--- src/rtl/mem_access_unit_if.sv ---
// Memory-side handshake between the MEM stage and the data memory.
// The master drives the request; the slave answers with a one-cycle ack and load data.
interface mem_access_unit_if #(
    parameter int N = 32
);
    logic         mem_req;
    logic         mem_we;
    logic [N-1:0] mem_addr;
    logic [N-1:0] mem_wdata;
    logic [N-1:0] mem_rdata;
    logic         mem_ack;

    modport master (
        output mem_req,
        output mem_we,
        output mem_addr,
        output mem_wdata,
        input  mem_rdata,
        input  mem_ack
    );

    modport slave (
        input  mem_req,
        input  mem_we,
        input  mem_addr,
        input  mem_wdata,
        output mem_rdata,
        output mem_ack
    );
endinterface

--- src/rtl/mem_access_unit.sv ---
// MEM pipeline stage: issues one load/store at a time, stalls upstream until the memory acks or times out,
// and hands the results to the MEM/WB register.
module mem_access_unit #(
    parameter int N       = 32,
    parameter int TIMEOUT = 16
) (
    input  logic                clk,
    input  logic                rst,
    input  logic                in_valid_i,
    input  logic [N-1:0]        ALU_result_i,
    input  logic [N-1:0]        Write_data_i,
    input  logic [4:0]          WriteRegister_i,
    input  logic                MemRead_i,
    input  logic                MemWrite_i,
    input  logic                MemtoReg_i,
    input  logic                RegWrite_i,
    mem_access_unit_if.master   mem,
    output logic [N-1:0]        ALU_result_o,
    output logic [N-1:0]        Read_data_o,
    output logic [4:0]          WriteRegister_o,
    output logic                MemtoReg_o,
    output logic                RegWrite_o,
    output logic                stall_o,
    output logic                misalign_err_o,
    output logic                bus_err_o
);

    localparam int CW = (TIMEOUT > 1) ? $clog2(TIMEOUT) : 1;
    localparam logic [CW-1:0] LAST = CW'(TIMEOUT - 1);

    typedef enum logic [1:0] {
        IDLE = 2'd0,
        REQ  = 2'd1,
        DONE = 2'd2
    } state_t;

    state_t        state_q, state_d;
    logic [CW-1:0] cnt_q, cnt_d;
    logic [N-1:0]  rdata_q, rdata_d;
    logic          err_q, err_d;

    logic misaligned;
    logic memOp;
    logic badOp;

    assign misaligned = (ALU_result_i[1:0] != 2'b00);
    assign memOp      = in_valid_i & (MemRead_i ^ MemWrite_i) & ~misaligned;
    // A read+write combination is rejected the same way as a misaligned address.
    assign badOp      = in_valid_i & (MemRead_i | MemWrite_i) & ((MemRead_i & MemWrite_i) | misaligned);

    always_ff @(posedge clk or posedge rst) begin
        if (rst) begin
            state_q <= IDLE;
            cnt_q   <= '0;
            rdata_q <= '0;
            err_q   <= 1'b0;
        end else begin
            state_q <= state_d;
            cnt_q   <= cnt_d;
            rdata_q <= rdata_d;
            err_q   <= err_d;
        end
    end

    always_comb begin
        state_d         = state_q;
        cnt_d           = cnt_q;
        rdata_d         = rdata_q;
        err_d           = err_q;
        mem.mem_req     = 1'b0;
        mem.mem_we      = 1'b0;
        mem.mem_addr    = ALU_result_i;
        mem.mem_wdata   = Write_data_i;
        ALU_result_o    = ALU_result_i;
        WriteRegister_o = WriteRegister_i;
        MemtoReg_o      = MemtoReg_i;
        RegWrite_o      = RegWrite_i;
        Read_data_o     = '0;
        stall_o         = 1'b0;
        misalign_err_o  = 1'b0;
        bus_err_o       = 1'b0;

        case (state_q)
            IDLE: begin
                if (badOp) begin
                    RegWrite_o     = 1'b0;
                    misalign_err_o = 1'b1;
                end else if (memOp) begin
                    stall_o    = 1'b1;
                    RegWrite_o = 1'b0;
                    MemtoReg_o = 1'b0;
                    cnt_d      = '0;
                    state_d    = REQ;
                end
            end
            REQ: begin
                mem.mem_req = 1'b1;
                mem.mem_we  = MemWrite_i;
                stall_o     = 1'b1;
                RegWrite_o  = 1'b0;
                MemtoReg_o  = 1'b0;
                cnt_d       = cnt_q + 1'b1;
                if (mem.mem_ack) begin
                    rdata_d = mem.mem_rdata;
                    err_d   = 1'b0;
                    state_d = DONE;
                end else if (cnt_q == LAST) begin
                    rdata_d = '0;
                    err_d   = 1'b1;
                    state_d = DONE;
                end
            end
            DONE: begin
                Read_data_o = rdata_q;
                RegWrite_o  = RegWrite_i & ~err_q;
                bus_err_o   = err_q;
                state_d     = IDLE;
            end
            default: begin
                state_d = IDLE;
            end
        endcase

        // Reset must silence the request and write-back immediately, not at the next edge.
        if (rst) begin
            mem.mem_req    = 1'b0;
            mem.mem_we     = 1'b0;
            stall_o        = 1'b0;
            misalign_err_o = 1'b0;
            bus_err_o      = 1'b0;
            RegWrite_o     = 1'b0;
            MemtoReg_o     = 1'b0;
            Read_data_o    = '0;
        end
    end

endmodule

--- src/flat_wrapper.sv ---
// flat-port wrapper written by rule: the top's interface ports become plain ports
module mem_access_unit_flat 
#(
    parameter int N       = 32,
    parameter int TIMEOUT = 16
)
  (clk, rst, in_valid_i, ALU_result_i, Write_data_i, WriteRegister_i, MemRead_i, MemWrite_i, MemtoReg_i, RegWrite_i, ALU_result_o, Read_data_o, WriteRegister_o, MemtoReg_o, RegWrite_o, stall_o, misalign_err_o, bus_err_o, mem_mem_req, mem_mem_we, mem_mem_addr, mem_mem_wdata, mem_mem_rdata, mem_mem_ack);
  mem_access_unit_if #(.N(N)) mem_i ();
  input  logic clk;
  input  logic rst;
  input  logic in_valid_i;
  input  logic [N-1:0] ALU_result_i;
  input  logic [N-1:0] Write_data_i;
  input  logic [4:0] WriteRegister_i;
  input  logic MemRead_i;
  input  logic MemWrite_i;
  input  logic MemtoReg_i;
  input  logic RegWrite_i;
  output logic [N-1:0] ALU_result_o;
  output logic [N-1:0] Read_data_o;
  output logic [4:0] WriteRegister_o;
  output logic MemtoReg_o;
  output logic RegWrite_o;
  output logic stall_o;
  output logic misalign_err_o;
  output logic bus_err_o;
  output wire logic [$bits(mem_i.mem_req)-1:0] mem_mem_req;
  output wire logic [$bits(mem_i.mem_we)-1:0] mem_mem_we;
  output wire logic [$bits(mem_i.mem_addr)-1:0] mem_mem_addr;
  output wire logic [$bits(mem_i.mem_wdata)-1:0] mem_mem_wdata;
  input wire logic [$bits(mem_i.mem_rdata)-1:0] mem_mem_rdata;
  input wire logic [$bits(mem_i.mem_ack)-1:0] mem_mem_ack;
  assign mem_mem_req = mem_i.mem_req;
  assign mem_mem_we = mem_i.mem_we;
  assign mem_mem_addr = mem_i.mem_addr;
  assign mem_mem_wdata = mem_i.mem_wdata;
  assign mem_i.mem_rdata = mem_mem_rdata;
  assign mem_i.mem_ack = mem_mem_ack;
  mem_access_unit #(.N(N), .TIMEOUT(TIMEOUT)) u_core (.clk(clk), .rst(rst), .in_valid_i(in_valid_i), .ALU_result_i(ALU_result_i), .Write_data_i(Write_data_i), .WriteRegister_i(WriteRegister_i), .MemRead_i(MemRead_i), .MemWrite_i(MemWrite_i), .MemtoReg_i(MemtoReg_i), .RegWrite_i(RegWrite_i), .mem(mem_i), .ALU_result_o(ALU_result_o), .Read_data_o(Read_data_o), .WriteRegister_o(WriteRegister_o), .MemtoReg_o(MemtoReg_o), .RegWrite_o(RegWrite_o), .stall_o(stall_o), .misalign_err_o(misalign_err_o), .bus_err_o(bus_err_o));
endmodule
--- config.mk ---
export PLATFORM = sky130hd
export DESIGN_NAME = mem_access_unit_flat
export DESIGN_NICKNAME = d
export VERILOG_FILES = /design/src/rtl/mem_access_unit_if.sv /design/src/rtl/mem_access_unit.sv /design/src/flat_wrapper.sv
export SDC_FILE = /design/constraint.sdc
export NUM_CORES = 1
export LEC_CHECK = 0
export BUFFER_PORTS_ARGS = -buffer_cell sky130_fd_sc_hd__buf_2
export CORE_AREA = 2 2 96 98
export DETAILED_ROUTE_END_ITERATION = 8
export DIE_AREA = 0 0 98 100
export GPL_TIMING_DRIVEN = 0
export PLACE_DENSITY = 0.69
export SLEW_MARGIN = 40
export SYNTH_ARGS = -nofsm -noshare
export SYNTH_HDL_FRONTEND = slang
export SYNTH_SLANG_ARGS = --single-unit
--- constraint.sdc ---
create_clock -name clk -period 6 [get_ports clk]
set_input_delay 0.6 -clock clk [delete_from_list [all_inputs] [get_ports clk]]
set_output_delay 0.6 -clock clk [all_outputs]
set_load 0.02 [all_outputs]
* Word-level counts from Yosys, hierarchy flattened *
Cells that the tools add are included.

operators by class
  $add $sub $neg = 1
  eq/ne operators = 6
  multiplexer cells = 35
  bitwise operators = 11
  reductions and logical operators = 7

operator list
  cell                 number
  $mux 32              4
  $mux 1               20
  $mux 2               4
  $mux 4               2
  $pmux 4 s2           1
  $and 1x1->1          6
  $reduce_and 3->1     2
  $reduce_bool 2->1    3
  $add 4x1->4 const B  1
  $eq 4x4->1 const B   1
  $pmux 1 s2           2
  $pmux 2 s2           1
  $ne 3x2->1 const B   1
  $pmux 1 s3           1
  $eq 2x1->1 const B   1
  $eq 2x2->1 const B   1
  $logic_not 2->1      1
  $ne 2x1->1 const B   1
  $ne 2x2->1 const B   1
  $not 1->1            2
  $or 1x1->1           2
  $reduce_and 2->1     1
  $xor 1x1->1          1

word-level totals
  register bits = 39
  bits of input ports = 109
  output and inout bits = 140
  word-level logic and storage cells = 64

* Longest topological paths before layout *
  word-level depth = 7
  gate-level depth with buffers = 6
  gate-level depth less buffers = 5

* Least setup slack after synthesis *
Ideal clock, no wire load.

  kind = input to output
  start = input rst
  end = output Read_data_o[0]
  arrival time = 2.254 ns
  slack = 3.146 ns
  cell stages on the path = 4
  cell sequence = inv_1 > and3_1 > clkbuf_1 > and2_1

on the way
  cells in the longest elaborated chain, start to end = 1

RTL lines
  item         line                    text
  from (decl)  flat_wrapper.sv:10      input logic rst;
  $mux 32      mem_access_unit.sv:125  if (rst) begin
  to (decl)    flat_wrapper.sv:20      output logic [N-1:0] Read_data_o;

No other way between the ends.

* Final worst setup path *
  start = input rst
  end = output Read_data_o[1]

Same word-level chain as after synthesis.

==> reports/results.tsv <==
stage	metric	value	unit
sta	worst_pin_slew	0.510	ns
global_route	grt_pass1_vias	2274	
synth	synth_async_sr_flop_share	100	%
critical_path	cp-start-kind	primary input	
synth	synth_ff_type	dfrtp_1	
synth	yosysTopAreaCell	dfrtp_1	
die	dieArea	9800	um^2
die	die_h	100	um
worst_hold_path	hp-class	primary input to async pin	
cts	cts-hold-fix-buffers	0	
cells_and_area	fin_nets	569	
route	dr_total_vias	2400	
placement	dp_hpwl	5.40	mm
cells_and_area	antennaDiodeCount	0	
cts	clock_path_buffers	2	
critical_path	crit_fanout	42	
critical_path	max_stage_delay	0.39	ns
global_route	grt_pass1_wl	10.4	mm
global_route	antenna_found_initial	1	
route	drtIter0Drc	66	
flow_run	max-cap-violations	0	
power_and_ir_drop	finalPower	1.12	mW
cts	cts_buffers	5	
critical_path	crit_path_frequent_cell	buf_2	
power_and_ir_drop	total_leakage_power	2.23	nW
route	postRouteAntennaNets	0	
critical_path	timing.rr.start	u_core.cnt_q[0]	
placement	portBuffers	181	
synth	synth_top_area_share	36.5	%
cts	post_cts_buffers	0	
placement	place_congestion	0.781	
sta	finalClockSkew	0.00719	ns
synth	synth_common_cells	buf_4, dfrtp_1, and2_1	
cts	clock_sinks	39	
die	die_width	98	um
route	wire_per_inst	11.8	um
sta	finalMaxSlewViolations	0	
cts	htree_levels	2	
cts	cts_tree	built	
sta	fmax	353	MHz
critical_path	worstSetupEndpointType	primary output	
critical_path	cpMaxStageDelayCell	inv_4	
critical_path	critPathArrivalTime	2.23	ns
synth	ys_ff_latch	39	
cells_and_area	nFillCells	886	
power_and_ir_drop	power_density	292	nW/um^2
cts	path_clk_slew	0.08	ns
cells_and_area	syn2layout_area_growth	43.5	%
sta	period_share	47.2	%
critical_path	crit_type	primary input to primary output	
die	num_rows	35	
critical_path	crit_chain	buf_2 -> inv_4 -> and3_1 -> clkbuf_1 -> and2_1 -> buf_2	
die	start_util	30.1	%
synth	yosysSeqAreaShare	36.5	%
synth	synth-edff-count	0	
die	io-pin-count	249	
global_route	grt_use_total	12.9	%
sta	holdWs	0.382	ns
sta	slew_headroom	66.0	%
sta	rsz0062_at_grt	no	
die	core-area	8890	um^2
cells_and_area	layout-drive-gt1-share	66.4	%
cells_and_area	utilization	43.2	%
critical_path	startpoint	rst	
global_route	grt_max_degree	43	
synth	yosys_warnings	0	
sta	setup-violations-final	0	
route	drc	0	
route	via_per_inst	4.22	
synth	syn_area_per_cell	9.95	um^2
power_and_ir_drop	peakVddDrop	118	uV
cts	cts_resized	0	
synth	synth_cells	269	
critical_path	required	5.40	ns
synth	syn_area	2680	um^2
status	outcome	finished, final reports clean	
synth	synth.distinct_cells	32	
sta	period_needed	2.83	ns
sta	hold_viol	0	
synth	synth.most_common_cell	buf_4	
synth	synthTopCellsByArea	dfrtp_1, buf_4, a22o_1	
cts	clock_latency	0.29	ns
route	firstDrtPassIters	4	
route	wl	6.69	mm
cts	clock-root-buffer	clkbuf_8	
sta	setup_tns	0	ns
synth	syn-num-nets	381	
global_route	grt-ovfl-total	0	
## cell families after synthesis
logic type | share of synthesized area (%)
multiplexers | 0.374
buffers and inverters | 33.2
AO/OA/AOI/OAI | 14.4
flip-flops | 36.5
AND/OR/NAND/NOR | 14.2
adder cells (fa/ha/maj) | 1.40
## final timing paths
path                                       to  slack [ns]  cells after the start
max reg2reg                u_core.rdata_q[30]        4.43                      6
max in group asynchronous  u_core.rdata_q[15]        5.26                      2
max                            Read_data_o[1]        3.17                      6
min in group clk           u_core.rdata_q[13]        0.50                      1
min reg2reg                u_core.rdata_q[13]        0.50                      1
min                           u_core.cnt_q[0]        0.38                      2
## per-layer routing
metal / vias up / track usage (%) / routed length, um
met5: - / 0 / 16
met4: 2 / 3.74 / 67
met3: 8 / 3.76 / 623
met2: 134 / 22.4 / 3310
met1: 1089 / 15.6 / 2670
li1: 1167 / - / -
## where the power goes
part	internal, mW	switching (mW)	total (mW)
registers	0.379	0.0648	0.443
logic	0.234	0.215	0.449
clock network	0.135	0.0940	0.229
total	0.747	0.374	1.12
## per-stage QoR
stage | setup slack, ns | cells | area (um^2)
floorplan | 3.15 | 269 | 2680
global placement | 2.26 | 561 | 3720
detailed placement | 3.03 | 561 | 3720
CTS | 3.02 | 569 | 3840
global route | 2.92 | 569 | 3840
finish | 3.17 | 569 | 3840
## cell type report
cell class	count	area, um^2	share of cell area (%)
plain buffers	114	867	22.6
clock buffers	6	82.6	2.15
clock inverters	2	35.0	0.912
inverters	6	25.0	0.651
multi-input cells	110	811	21.1
flip-flops and latches	39	976	25.4
well taps	111	139	3.62
repair buffers	181	906	23.6
## cells in the final DEF (no fill, tap or decap), drive strengths merged, types with 2 or more instances in the layout
master	synthesis	routed
buf	110	291
dfrtp	39	39
and2	34	34
a22o	32	32
clkbuf	4	10
nand2	7	7
inv	6	6
o21ai	5	5
nor2b	4	4
a21oi	3	3
ha	3	3
nand2b	2	2
nor2	2	2
nand3	2	2
## worst max-delay path, delay by kind of cell
family | cells | cell delay (ns)
buf+inv | 4 | 1.06
simple gates | 2 | 0.57
## state kept, by name, summed over array words and instances (netlist names)
name and flops:
u_core.cnt_q 4, u_core.err_q 1, u_core.rdata_q 32, u_core.state_q 2
Power figures use the tool's default switching activity.
